===== src/rtl/ps2_host_tx.sv =====
// PS/2 host-to-device transmitter: sends one command byte to a keyboard or mouse
// over the open-drain clk/data pair, then checks the device ACK bit.
// Ports:
//   clk, rst                 system clock, synchronous active-high reset
//   tx_data[7:0], tx_start   command byte and one-cycle request (taken when idle)
//   tx_busy, tx_done, tx_err transfer status (tx_err valid with tx_done)
//   ps2_clk_in, ps2_data_in  asynchronous pin levels
//   ps2_clk_oe, ps2_data_oe  1 = pull the line low (registered)
module ps2_host_tx #(
    parameter int unsigned INHIBIT_CYCLES = 5000,
    parameter int unsigned TIMEOUT_CYCLES = 750000
) (
    input  logic       clk,
    input  logic       rst,
    input  logic [7:0] tx_data,
    input  logic       tx_start,
    output logic       tx_busy,
    output logic       tx_done,
    output logic       tx_err,
    input  logic       ps2_clk_in,
    input  logic       ps2_data_in,
    output logic       ps2_clk_oe,
    output logic       ps2_data_oe
);

    localparam int unsigned INH_W = $clog2(INHIBIT_CYCLES + 1);
    localparam int unsigned TMO_W = $clog2(TIMEOUT_CYCLES + 1);
    localparam int unsigned FRM_W = 10;

    typedef enum logic [2:0] {
        IDLE,
        INHIBIT,
        REQ,
        BITS,
        ACK,
        WAIT_IDLE
    } state_t;

    state_t             state, state_next;
    logic [INH_W-1:0]   inh_cnt, inh_cnt_next;
    logic [TMO_W-1:0]   tmo_cnt, tmo_cnt_next;
    logic [3:0]         bit_cnt, bit_cnt_next;
    logic [FRM_W-1:0]   shreg, shreg_next;
    logic               clk_oe_next, data_oe_next;
    logic               done_next, err_next, busy_next;

    // Pin synchronisers; clk keeps one extra stage for falling-edge detection.
    logic [2:0] clk_sync;
    logic [1:0] data_sync;
    logic       clk_s, data_s, clk_fall;

    always_ff @(posedge clk) begin
        if (rst) begin
            clk_sync  <= 3'b111;
            data_sync <= 2'b11;
        end else begin
            clk_sync  <= {clk_sync[1:0], ps2_clk_in};
            data_sync <= {data_sync[0], ps2_data_in};
        end
    end

    assign clk_s    = clk_sync[1];
    assign data_s   = data_sync[1];
    assign clk_fall = clk_sync[2] & ~clk_sync[1];

    // State and output registers.
    always_ff @(posedge clk) begin
        if (rst) begin
            state       <= IDLE;
            inh_cnt     <= '0;
            tmo_cnt     <= '0;
            bit_cnt     <= '0;
            shreg       <= '0;
            ps2_clk_oe  <= 1'b0;
            ps2_data_oe <= 1'b0;
            tx_done     <= 1'b0;
            tx_err      <= 1'b0;
            tx_busy     <= 1'b0;
        end else begin
            state       <= state_next;
            inh_cnt     <= inh_cnt_next;
            tmo_cnt     <= tmo_cnt_next;
            bit_cnt     <= bit_cnt_next;
            shreg       <= shreg_next;
            ps2_clk_oe  <= clk_oe_next;
            ps2_data_oe <= data_oe_next;
            tx_done     <= done_next;
            tx_err      <= err_next;
            tx_busy     <= busy_next;
        end
    end

    // Next-state and next-output logic.
    always_comb begin
        state_next   = state;
        inh_cnt_next = inh_cnt;
        tmo_cnt_next = tmo_cnt;
        bit_cnt_next = bit_cnt;
        shreg_next   = shreg;
        clk_oe_next  = ps2_clk_oe;
        data_oe_next = ps2_data_oe;
        done_next    = 1'b0;
        err_next     = tx_err;
        busy_next    = tx_busy;

        case (state)
            IDLE: begin
                clk_oe_next  = 1'b0;
                data_oe_next = 1'b0;
                // busy stays up through the tx_done cycle, so a start there is ignored
                if (tx_done) begin
                    busy_next = 1'b0;
                end else if (tx_start && !tx_busy) begin
                    shreg_next   = {1'b1, ~^tx_data, tx_data};
                    err_next     = 1'b0;
                    busy_next    = 1'b1;
                    inh_cnt_next = '0;
                    clk_oe_next  = 1'b1;
                    state_next   = INHIBIT;
                end
            end
            INHIBIT: begin
                clk_oe_next = 1'b1;
                if (inh_cnt == INH_W'(INHIBIT_CYCLES - 1)) begin
                    data_oe_next = 1'b1;
                    state_next   = REQ;
                end else begin
                    inh_cnt_next = inh_cnt + INH_W'(1);
                end
            end
            REQ: begin
                // release clk while holding data low: start bit
                clk_oe_next  = 1'b0;
                data_oe_next = 1'b1;
                bit_cnt_next = '0;
                tmo_cnt_next = '0;
                state_next   = BITS;
            end
            BITS: begin
                if (clk_fall) begin
                    // ones shifted in make the tenth edge release data (stop bit)
                    data_oe_next = ~shreg[0];
                    shreg_next   = {1'b1, shreg[FRM_W-1:1]};
                    bit_cnt_next = bit_cnt + 4'd1;
                    if (bit_cnt == 4'd9) begin
                        state_next = ACK;
                    end
                end
            end
            ACK: begin
                if (clk_fall) begin
                    err_next   = data_s;
                    state_next = WAIT_IDLE;
                end
            end
            WAIT_IDLE: begin
                if (clk_s && data_s) begin
                    done_next  = 1'b1;
                    state_next = IDLE;
                end
            end
            default: begin
                state_next   = IDLE;
                clk_oe_next  = 1'b0;
                data_oe_next = 1'b0;
            end
        endcase

        // Timeout covers everything after clk release; it overrides normal completion.
        if (state == BITS || state == ACK || state == WAIT_IDLE) begin
            if (tmo_cnt == TMO_W'(TIMEOUT_CYCLES - 1)) begin
                clk_oe_next  = 1'b0;
                data_oe_next = 1'b0;
                err_next     = 1'b1;
                done_next    = 1'b1;
                state_next   = IDLE;
            end else begin
                tmo_cnt_next = tmo_cnt + TMO_W'(1);
            end
        end
    end

endmodule


===== config.mk =====
export PLATFORM = sky130hd
export DESIGN_NAME = ps2_host_tx
export DESIGN_NICKNAME = d
export VERILOG_FILES = /design/src/rtl/ps2_host_tx.sv
export SDC_FILE = /design/constraint.sdc
export NUM_CORES = 1
export LEC_CHECK = 0
export ABC_CLOCK_PERIOD_IN_PS = 2000
export CAP_MARGIN = 25
export CELL_PAD_IN_SITES_DETAIL_PLACEMENT = 0
export CELL_PAD_IN_SITES_GLOBAL_PLACEMENT = 2
export CORE_ASPECT_RATIO = 1.2
export CORE_MARGIN = 5
export CORE_UTILIZATION = 33
export DETAILED_ROUTE_END_ITERATION = 7
export PLACE_DENSITY_LB_ADDON = 0.1
export RECOVER_POWER = 25
export REMOVE_ABC_BUFFERS = 1
export SYNTH_ARGS = -nofsm -noshare
export SYNTH_HDL_FRONTEND = slang
export SYNTH_SLANG_ARGS = --single-unit

===== constraint.sdc =====
create_clock -name clk -period 2 [get_ports clk]
set_input_delay 0.4 -clock clk [delete_from_list [all_inputs] [get_ports clk]]
set_output_delay 0.4 -clock clk [all_outputs]
set_load 0.01 [all_outputs]

==> flow_results.org, run 1 <==
** Finish
- Highest-count cells in the layout ignoring fill and taps :: sky130_fd_sc_hd__dfxtp_1, sky130_fd_sc_hd__nand2_1, sky130_fd_sc_hd__nor2_1
- The library cell used most frequently in the layout, excluding fill and tap cells, is sky130_fd_sc_hd__dfxtp_1.
- Non-filler instance count after layout :: between 500 and 600
- Summing all multi-input logic gate instances after layout gives 1750 um2.
- Area delta synth->final :: 26.6%
- The layout has 913 filler cells.
- The sequential cells in the finished layout cover a total of 1200 um2.
- Nets@finish :: 425
- Fraction of layout cells with a size suffix above 1 :: 0.196
- Number of antenna repair diodes :: 0
- At the end of the flow the core is filled with cells to 0.425.

** Timing
- Setup TNS :: 0 ns
- For the pin with the worst max-slew slack, the measured transition is 0.440 ns.
- The clock period could shrink to 1.91 ns.
- Across all setup checks in the final design, the least slack found is 0.0935 ns.
- Slew headroom :: 0.707
- The hold violation count in the final report came to 0.
- Dividing the final minimum period by the clock period gives 0.953.
- The count of pins over their slew limit is 0.
- Setup skew after layout :: roughly 0.0087 ns
- Number of endpoints failing setup at the final stage :: 0
- Based on the critical path, the design can be clocked at up to 0.525 GHz.
- RSZ-0062 raised after global routing :: true

** Worst setup path
- Type of the worst setup path :: register to register
- Crit path arrival time :: 2.13 ns
- STA classifies the critical path startpoint as a register.
- Data on the critical path is required at its endpoint by 2.22 ns.
- Type of element capturing the critical path :: register
- Measured in cells, the most critical reg-to-reg path has a length of 5.
- Of all nets on the critical path, the largest fanout is 12.

** Synthesis
- The compound-cell area share of the yosys netlist came to 0.202.
- Of the synthesized area, sequential elements account for 0.398.
- Of the total synthesized cell area, the portion taken by XOR and XNOR cells is 0.0581.
- For this run, asynchronously set or reset flops after synthesis account for 0.
- Post-synthesis instance area :: 3020 um2
- Yosys mapped the design onto 57 distinct sky130hd cell types.
- Proportion of netlist area held by the largest area contributor :: 0.398
- For this run, the number of Yosys warnings is 0.
- After synthesis, the cell types taking the most area are sky130_fd_sc_hd__dfxtp_1, sky130_fd_sc_hd__nand2_1, sky130_fd_sc_hd__nor2_1.
- Main combinational cell family by area after synthesis :: simple AND/OR/NAND/NOR gates
- Counting flops and latches in the post-synthesis netlist gives 60.
- Each instance of the synthesized netlist takes up on average 8.38 um2.
- Of the total synthesized cell area, the portion taken by full adders, half adders and majority gates is 0.0166.
- Number of standard cells after synthesis :: 360
- Of the total synthesized cell area, the portion taken by AND, OR, NAND and NOR gates is 0.280.
- Mux share of post-synthesis cell area :: 0.00705
- Most used DFF post-synth :: sky130_fd_sc_hd__dfxtp_1
- Of all cell types, the one taking the most synthesized area is sky130_fd_sc_hd__dfxtp_1.
- The synthesized design contains 0 enable-type register cells.

** GRT
- Across every metal layer, demand over resource in global routing totals 0.149.
- The via count of the first global-routing pass was 2676.
- Entering global routing, the biggest net connects 22 pins.
- Wire length of the first global-routing pass :: 13300 um
- Initial antenna violation count :: 0
- Summed over all layers, the global routing overflow is 0.

** Worst hold path
- Counting instances, the worst hold path has a depth of 1.
- Worst hold path type :: register to register

** Die
- Number of top-level design ports :: 18
- Chip Width :: 97.3 um
- The die covers 11200 um2.
- After floorplanning, the core was sized to cover 8990 um2.
- Vertical extent of the die :: 115 um
- Starting density of the core :: 0.336
- The floorplan has 38 rows.

** Detailed routing
- Number of search-and-repair iterations in the first detailed-routing pass :: 4
- Total detailed-routing wirelength :: 7760 um
- Routed wirelength normalized by instance count :: 14.6 um
- Drt first-iter violations :: 115
- For this run, design rule violations remaining after detail routing come to 0.
- The detail route stage leaves a number of antenna-violating nets equal to 0.
- Post-DR vias/cell :: 5.21
- DR vias :: 2779

** Place
- The congestion estimate from routability-driven global placement came to 0.768.
- At the placement stage, the worst setup path has a slack of -0.0378 ns.
- Counting tap cells, the placed design contains a total of between 500 and 600 instances.
- Port-buffer cells :: 17
- Detailed placement finished with a half-perimeter wire length of ~5600 um.

** Power
- In this run the power spent charging and discharging nets is 644 uW.
- Of the total power, registers draw 0.462.
- The share of total power dissipated in the clock network is 0.448.
- Leakage power figure :: 0.00138 uW
- Of the total power, combinational logic draws 0.090.
- Of the total power, the share spent switching nets is 0.239.
- IR Drop Worst-Case VDD :: 0.326 mV
- Power density over the cells :: between 700 and 800 nW/um2
- Int Power :: 2050 uW

** CTS
- Clock tree from TritonCTS :: built
- The clock reaches the later pin of the worst-skew pair after 0.34 ns.
- The cell sitting at the root of the clock tree is a sky130_fd_sc_hd__clkbuf_8.
- CTS HTree Levels :: 3
- Buffers from clock root to sink, at most :: 2
- Clock-pin slew was measured on the worst setup and hold paths at 0.07 ns.
- Number of sinks driven by the clock tree :: 60
- TritonCTS created 9 clock buffers.

** Flow run
- Across the run, the number of max-cap violations was 0.

** Status
- The flow ran to the end, and the final reports show no timing, DRC or antenna violations.
final cells by class:
| type | count | share of cell area |
|---|---|---|
| timing repair buffer | 55 | 0.125 |
| clock inverter | 3 | 0.0111 |
| inverter | 6 | 0.00590 |
| multi-input combinational | 276 | 0.457 |
| sequential | 60 | 0.315 |
| clock buffer | 13 | 0.0469 |
| tap | 120 | 0.0393 |
metal layers:
layer,track usage,vias to the layer above,share of wire
li1,-,1415,-
met1,0.190,1323,0.48
met2,0.244,31,0.48
met3,0.0262,10,0.026
met4,0.0776,0,0.019
met5,0,-,0
sequential cells by signal, summed over array words and instances, names as in the netlist:
register	count
clk_sync	3
ps2_data_oe	1
tx_err	1
inh_cnt	13
data_sync	2
shreg	10
bit_cnt	4
tx_busy	1
tmo_cnt	20
tx_done	1
ps2_clk_oe	1
state	3
cells by family (layout without fill, tap and decap cells):
| family | count (synthesis) | after routing |
|---|---|---|
| AOI/OAI and AO/OA | 84 | 84 |
| xor gates and xnor gates | 20 | 20 |
| adders and majority gates | 4 | 4 |
| buffers and inverters | 24 | 77 |
| DFF | 60 | 60 |
| muxes | 2 | 2 |
| and+or+nand+nor | 166 | 166 |
power by group through the flow:
stage | sequential [uW] | clock, uW | combinational, uW
after floorplan | 1270 | 0 | 119
after global placement | 1270 | 0 | 243
after detailed placement | 1270 | 0 | 244
after CTS | 1250 | 1250 | 246
after global routing | 1250 | 1310 | 270
final | 1250 | 1210 | 244
worst max-delay path, cell delays in order, from the launching register on:
cell	delay, ns
sky130_fd_sc_hd__dfxtp_1	0.31
sky130_fd_sc_hd__or4b_1	0.57
sky130_fd_sc_hd__o31a_4	0.44
sky130_fd_sc_hd__o2111ai_1	0.23
sky130_fd_sc_hd__xor2_1	0.17
sky130_fd_sc_hd__nor2_1	0.05
cells in the mapped netlist, types with 3 or more instances:
cell type and number:
sky130_fd_sc_hd__inv_1 6, sky130_fd_sc_hd__nand4_1 10, sky130_fd_sc_hd__nor2_1 41, sky130_fd_sc_hd__buf_2 3, sky130_fd_sc_hd__and2_1 3, sky130_fd_sc_hd__nor2b_1 4
sky130_fd_sc_hd__and3_1 4, sky130_fd_sc_hd__or2_2 8, sky130_fd_sc_hd__xnor2_1 7, sky130_fd_sc_hd__nand3_1 20, sky130_fd_sc_hd__o21ai_2 4, sky130_fd_sc_hd__or3_1 3
sky130_fd_sc_hd__ha_1 4, sky130_fd_sc_hd__nand2b_1 3, sky130_fd_sc_hd__a31oi_1 5, sky130_fd_sc_hd__o31ai_1 5, sky130_fd_sc_hd__nor3_1 7, sky130_fd_sc_hd__dfxtp_1 60
sky130_fd_sc_hd__o311ai_0 4, sky130_fd_sc_hd__a311oi_1 9, sky130_fd_sc_hd__and4_1 4, sky130_fd_sc_hd__nand2_1 42, sky130_fd_sc_hd__clkbuf_1 12, sky130_fd_sc_hd__o211ai_1 9
sky130_fd_sc_hd__o21ai_0 8, sky130_fd_sc_hd__xor2_1 13, sky130_fd_sc_hd__a21o_1 4, sky130_fd_sc_hd__a21oi_1 20, sky130_fd_sc_hd__or4_1 3
through the flow:
| stage | hold WS, ns | instance area, um2 | total power [uW] |
|---|---|---|---|
| after floorplan | 0.389 | 2930 | 1390 |
| after global placement | 0.393 | 3560 | 1520 |
| after detailed placement | 0.397 | 3560 | 1520 |
| after CTS | 0.413 | 3780 | 2740 |
| after global routing | 0.438 | 3820 | 2830 |
| final | 0.411 | 3820 | 2700 |
path summary, 6_finish.rpt:
path | slack, ns | end | from
max reg2reg | 0.09 | inh_cnt[7]$_SDFFE_PP0P_ | inh_cnt[6]$_SDFFE_PP0P_
max | 0.09 | inh_cnt[7]$_SDFFE_PP0P_ | inh_cnt[6]$_SDFFE_PP0P_
min | 0.41 | clk_sync[1]$_SDFF_PP1_ | clk_sync[0]$_SDFF_PP1_
min reg2reg | 0.41 | clk_sync[1]$_SDFF_PP1_ | clk_sync[0]$_SDFF_PP1_
repair_timing:
action,in CTS,in global routing
setup buffers,0,0
endpoints found under the setup margin,2,13
resized for setup,1,11
endpoints found under the hold margin,0,0
hold buffers,0,0
Power figures use the tool's default switching activity.
==> run 2: changes to the inputs <==
--- a/config.mk
+++ b/config.mk
@@ -6,7 +6,7 @@
 export NUM_CORES = 1
 export LEC_CHECK = 0
 export ABC_CLOCK_PERIOD_IN_PS = 2000
-export CAP_MARGIN = 25
+export CAP_MARGIN = 10
 export CELL_PAD_IN_SITES_DETAIL_PLACEMENT = 0
 export CELL_PAD_IN_SITES_GLOBAL_PLACEMENT = 2
 export CORE_ASPECT_RATIO = 1.2
==> results of run 2 <==
Final layout, timing and power as in run 1 (identical DEF).
==> run 3: changes to the inputs <==
--- a/config.mk
+++ b/config.mk
@@ -7,13 +7,11 @@
 export LEC_CHECK = 0
 export ABC_CLOCK_PERIOD_IN_PS = 2000
 export CAP_MARGIN = 10
-export CELL_PAD_IN_SITES_DETAIL_PLACEMENT = 0
-export CELL_PAD_IN_SITES_GLOBAL_PLACEMENT = 2
 export CORE_ASPECT_RATIO = 1.2
 export CORE_MARGIN = 5
-export CORE_UTILIZATION = 33
+export CORE_UTILIZATION = 53
 export DETAILED_ROUTE_END_ITERATION = 7
-export PLACE_DENSITY_LB_ADDON = 0.1
+export PLACE_DENSITY = 0.75
 export RECOVER_POWER = 25
 export REMOVE_ABC_BUFFERS = 1
 export SYNTH_ARGS = -nofsm -noshare
==> run 3 against run 2 <==
Final cell count fell by 11%. Highest routed layer unchanged. Largest cell class unchanged. Global-route usage up 6.0 points. Non-clock buffer count is 2 lower. Critical path depth increased by 1. Setup slack got worse by 0.045 ns. Die area fell by 35%. Sequential cell count did not move. Count of clock-buffer cells in the layout down 1. Total power grew 2.6%. Design area shrank 2.3%. Clock power up 5%. Routed wire length is 7.3% lower.
==> flow_results.org, run 3 (synthesis results as in run 1) <==
** Finish
- Nets@finish :: 423 (-0.47%)
- The library cells used most frequently in the layout, excluding fill and tap cells, are sky130_fd_sc_hd__dfxtp_1, sky130_fd_sc_hd__nand2_1, sky130_fd_sc_hd__nor2_1.
- Most frequent standard cell in the layout excluding fill and tap cells :: sky130_fd_sc_hd__dfxtp_1
- From synthesis to final layout, the design area changed by 23.7%.
- The sequential cell area came to 1200 um2 (unchanged).
- Fraction of layout cells with a size suffix above 1 :: 0.173 (-0.0234)
- Most flops, register :: tmo_cnt
- The flip-flop count of the largest register after layout was 20 (unchanged).
- Top flop regs :: tmo_cnt x20, inh_cnt x13, shreg x10
- The number of fill cells came to 480 (-47%).
- Number of antenna repair diodes :: 0 (unchanged)
- Multi-input gate area in the final layout :: 1730 um2 (-0.72%)

** CTS
- Clock tree from TritonCTS :: built
- CTS HTree Levels :: 3 (unchanged)
- The clock transition time at the flip-flop clock pins of the worst setup and hold paths was 0.07 ns (about the same).
- Number of sinks driven by the clock tree :: 60 (unchanged)
- The clock network latency to the later pin of the worst-skew pair was 0.34 ns (about the same).
- Number of buffers inserted during clock tree synthesis :: 9 (unchanged)
- Clock root cell :: sky130_fd_sc_hd__clkbuf_8
- The maximum clock path buffer count is 2 (unchanged).

** Detailed routing
- The number of remaining DRC errors was 0 (unchanged).
- Post-DR vias/cell :: 6.00 (+15%)
- Antenna Violating Nets Remaining :: 0 (unchanged)
- The detail-routed net length per standard cell is 15.1 um (+4.0%).
- The number of detailed-routing iterations run before antenna repair came to 4 (unchanged).
- Total detailed-routing wirelength :: 7190 um (-7.3%)
- The DRC marker count from the first detailed-route iteration was 193 (+68%).
- DR vias :: 2848 (+2.5%)

** Place
- The count of buffers from port buffering was 17 (unchanged).
- The routability congestion estimate came to 0.891 (+16%).
- The total half-perimeter wirelength after legalization and detailed placement came to 5110 um (-8.7%).
- Worst setup timing slack at the placement stage :: -0.110 ns (-0.0726 ns)

** Die
- The standard-cell row count was 30 (-21%).
- Number of top-level design ports :: 18 (unchanged)
- DIE AREA :: 7300 um2 (-35%)
- The total core area came to 5590 um2 (-38%).
- The vertical extent of the die is 92.6 um (-19%).
- The initial core utilization is 0.539 (+0.204).
- Chip Width :: 78.9 um (-19%)

** GRT
- The aggregate global-route resource usage came to 0.210 (+0.0605).
- The pin count of the biggest net entering global routing is 29 (+32%).
- Total congestion overflow :: 0 (unchanged)
- The global-route wire length before repair was 12200 um (-8.6%).
- Initial antenna violation count :: 0 (unchanged)
- The via count of the first global-routing pass was 2746 (+2.6%).

** Worst hold path
- Source of the worst hold timing path :: clk_sync[0]$_SDFF_PP1_
- Worst hold path type :: register to register
- Hold path endpoint :: clk_sync[1]$_SDFF_PP1_
- The depth of the worst hold-timing path was 1 (unchanged).

** Worst setup path
- The worst reg2reg path depth was 6 (+1).
- The worst setup path is captured at a register.
- Peak fanout along the critical path :: 7 (-5)
- Worst path required time :: 2.23 ns (about the same)
- R2r endpoint :: inh_cnt[9]$_SDFFE_PP0P_
- The minimum setup slack among reg-to-reg paths came to 0.05 ns (-0.05 ns).
- Crit path arrival time :: 2.18 ns (+0.05 ns)
- In this run the critical register-to-register path is launched from inh_cnt[6]$_SDFFE_PP0P_.
- The critical path in this run is classified as register to register.
- The worst setup path is launched from a register.

** Timing
- Slew headroom :: 0.618 (-0.0884)
- Setup skew after layout :: 0.00777 ns (-0.000947 ns)
- The share of the cycle needed by the critical path after routing was 0.976 (+0.0226).
- Final Hold Viols :: 0 (unchanged)
- Slew at the pin closest to its max-slew limit :: 0.573 ns (+0.133 ns)
- The highest achievable clock rate was 0.512 GHz (-2.3%).
- The worst hold slack across all endpoints is 0.408 ns (-0.00226 ns).
- The summed negative setup slack over all endpoints is 0 ns (unchanged).
- Number of endpoints failing setup at the final stage :: 0 (unchanged)
- The final worst setup slack was 0.0482 ns (-0.0452 ns).
- Max-slew violation total from the final report :: 0 (unchanged)
- The post-layout minimum cycle time was 1.95 ns (+0.0452 ns).

** Flow run
- The number of violations of the max-capacitance limit came to 0 (unchanged).

** Status
- The flow ran to the end, and the final reports show no timing, DRC or antenna violations.

** Power
- The static leakage came to 0.00135 uW (-2.1%).
- IR Drop Worst-Case VDD :: 0.486 mV (+49%)
- The power density of the placed cells is 741 nW/um2 (+5.0%).
run 3: cell types whose count changed in the layout (fill, tap and decap cells not counted), sizes merged:
cell,change
clkinv,+1
bufinv,+1
clkbuf,+5
buf,-8
clkinvlp,-1
run 3: metrics by stage:
stage	power (uW)	cells	cell area, um2	utilization
CTS	2780	473	3710	0.663
floorplan	1390	342	2930	-
finish	2770	475	3730	0.667
global placement	1510	457	3470	0.620
global route	2880	475	3730	0.667
detailed placement	1520	457	3470	0.620
run 3: what timing repair did:
item | CTS | global route
setup buffers | 0 | 2
pin swaps | 0 | 2
resized for setup | 2 | 7
hold buffers | 0 | 0
setup endpoints to repair | 1 | 10
run 3: worst max path at each step:
stage | start | end | slack [ns]
global placement | tx_start | shreg[5]$_SDFFE_PP0P_ | -0.06
finish | inh_cnt[6]$_SDFFE_PP0P_ | inh_cnt[9]$_SDFFE_PP0P_ | 0.05
detailed placement | tx_start | shreg[5]$_SDFFE_PP0P_ | -0.11
CTS | inh_cnt[3]$_SDFFE_PP0P_ | inh_cnt[12]$_SDFFE_PP0P_ | 0.005
global route | inh_cnt[6]$_SDFFE_PP0P_ | inh_cnt[5]$_SDFFE_PP0P_ | -0.02
floorplan | state[0]$_SDFF_PP0_ | tmo_cnt[12]$_SDFF_PP0_ | -0.12
run 3: worst max-delay path, cell delays in order, from the launching register on:
cell and delay, ns:
sky130_fd_sc_hd__dfxtp_1 0.32, sky130_fd_sc_hd__or4b_4 0.54, sky130_fd_sc_hd__o31a_1 0.42, sky130_fd_sc_hd__buf_4 0.19, sky130_fd_sc_hd__o211ai_2 0.16, sky130_fd_sc_hd__xor2_1 0.17
sky130_fd_sc_hd__nor2_1 0.05
run 3: final cells by class:
type,instances,share of cell area
Clock buffer,12,0.0443
Tap cell,64,0.0215
Inverter,6,0.00604
Multi-Input combinational cell,276,0.464
Clock inverter,4,0.0188
Sequential cell,60,0.322
Timing Repair Buffer,53,0.123
run 3: per-layer routing:
metal  routed length (um)  up-vias  part of all wire  GRT usage
met5                    0        -                 0          0
met4                  210        0             0.029      0.116
met3                  338       22             0.047     0.0447
met2                 3610       80              0.50      0.354
met1                 3040     1332              0.42      0.245
li1                     -     1414                 -          -
run 3: power breakdown:
| group | total, uW | internal, uW | switching, uW | leakage, uW |
|---|---|---|---|---|
| sequential | 1240 | 1230 | 17.9 | 0.000487 |
| clock | 1270 | 799 | 475 | 0.000122 |
| combinational | 247 | 118 | 129 | 0.000739 |
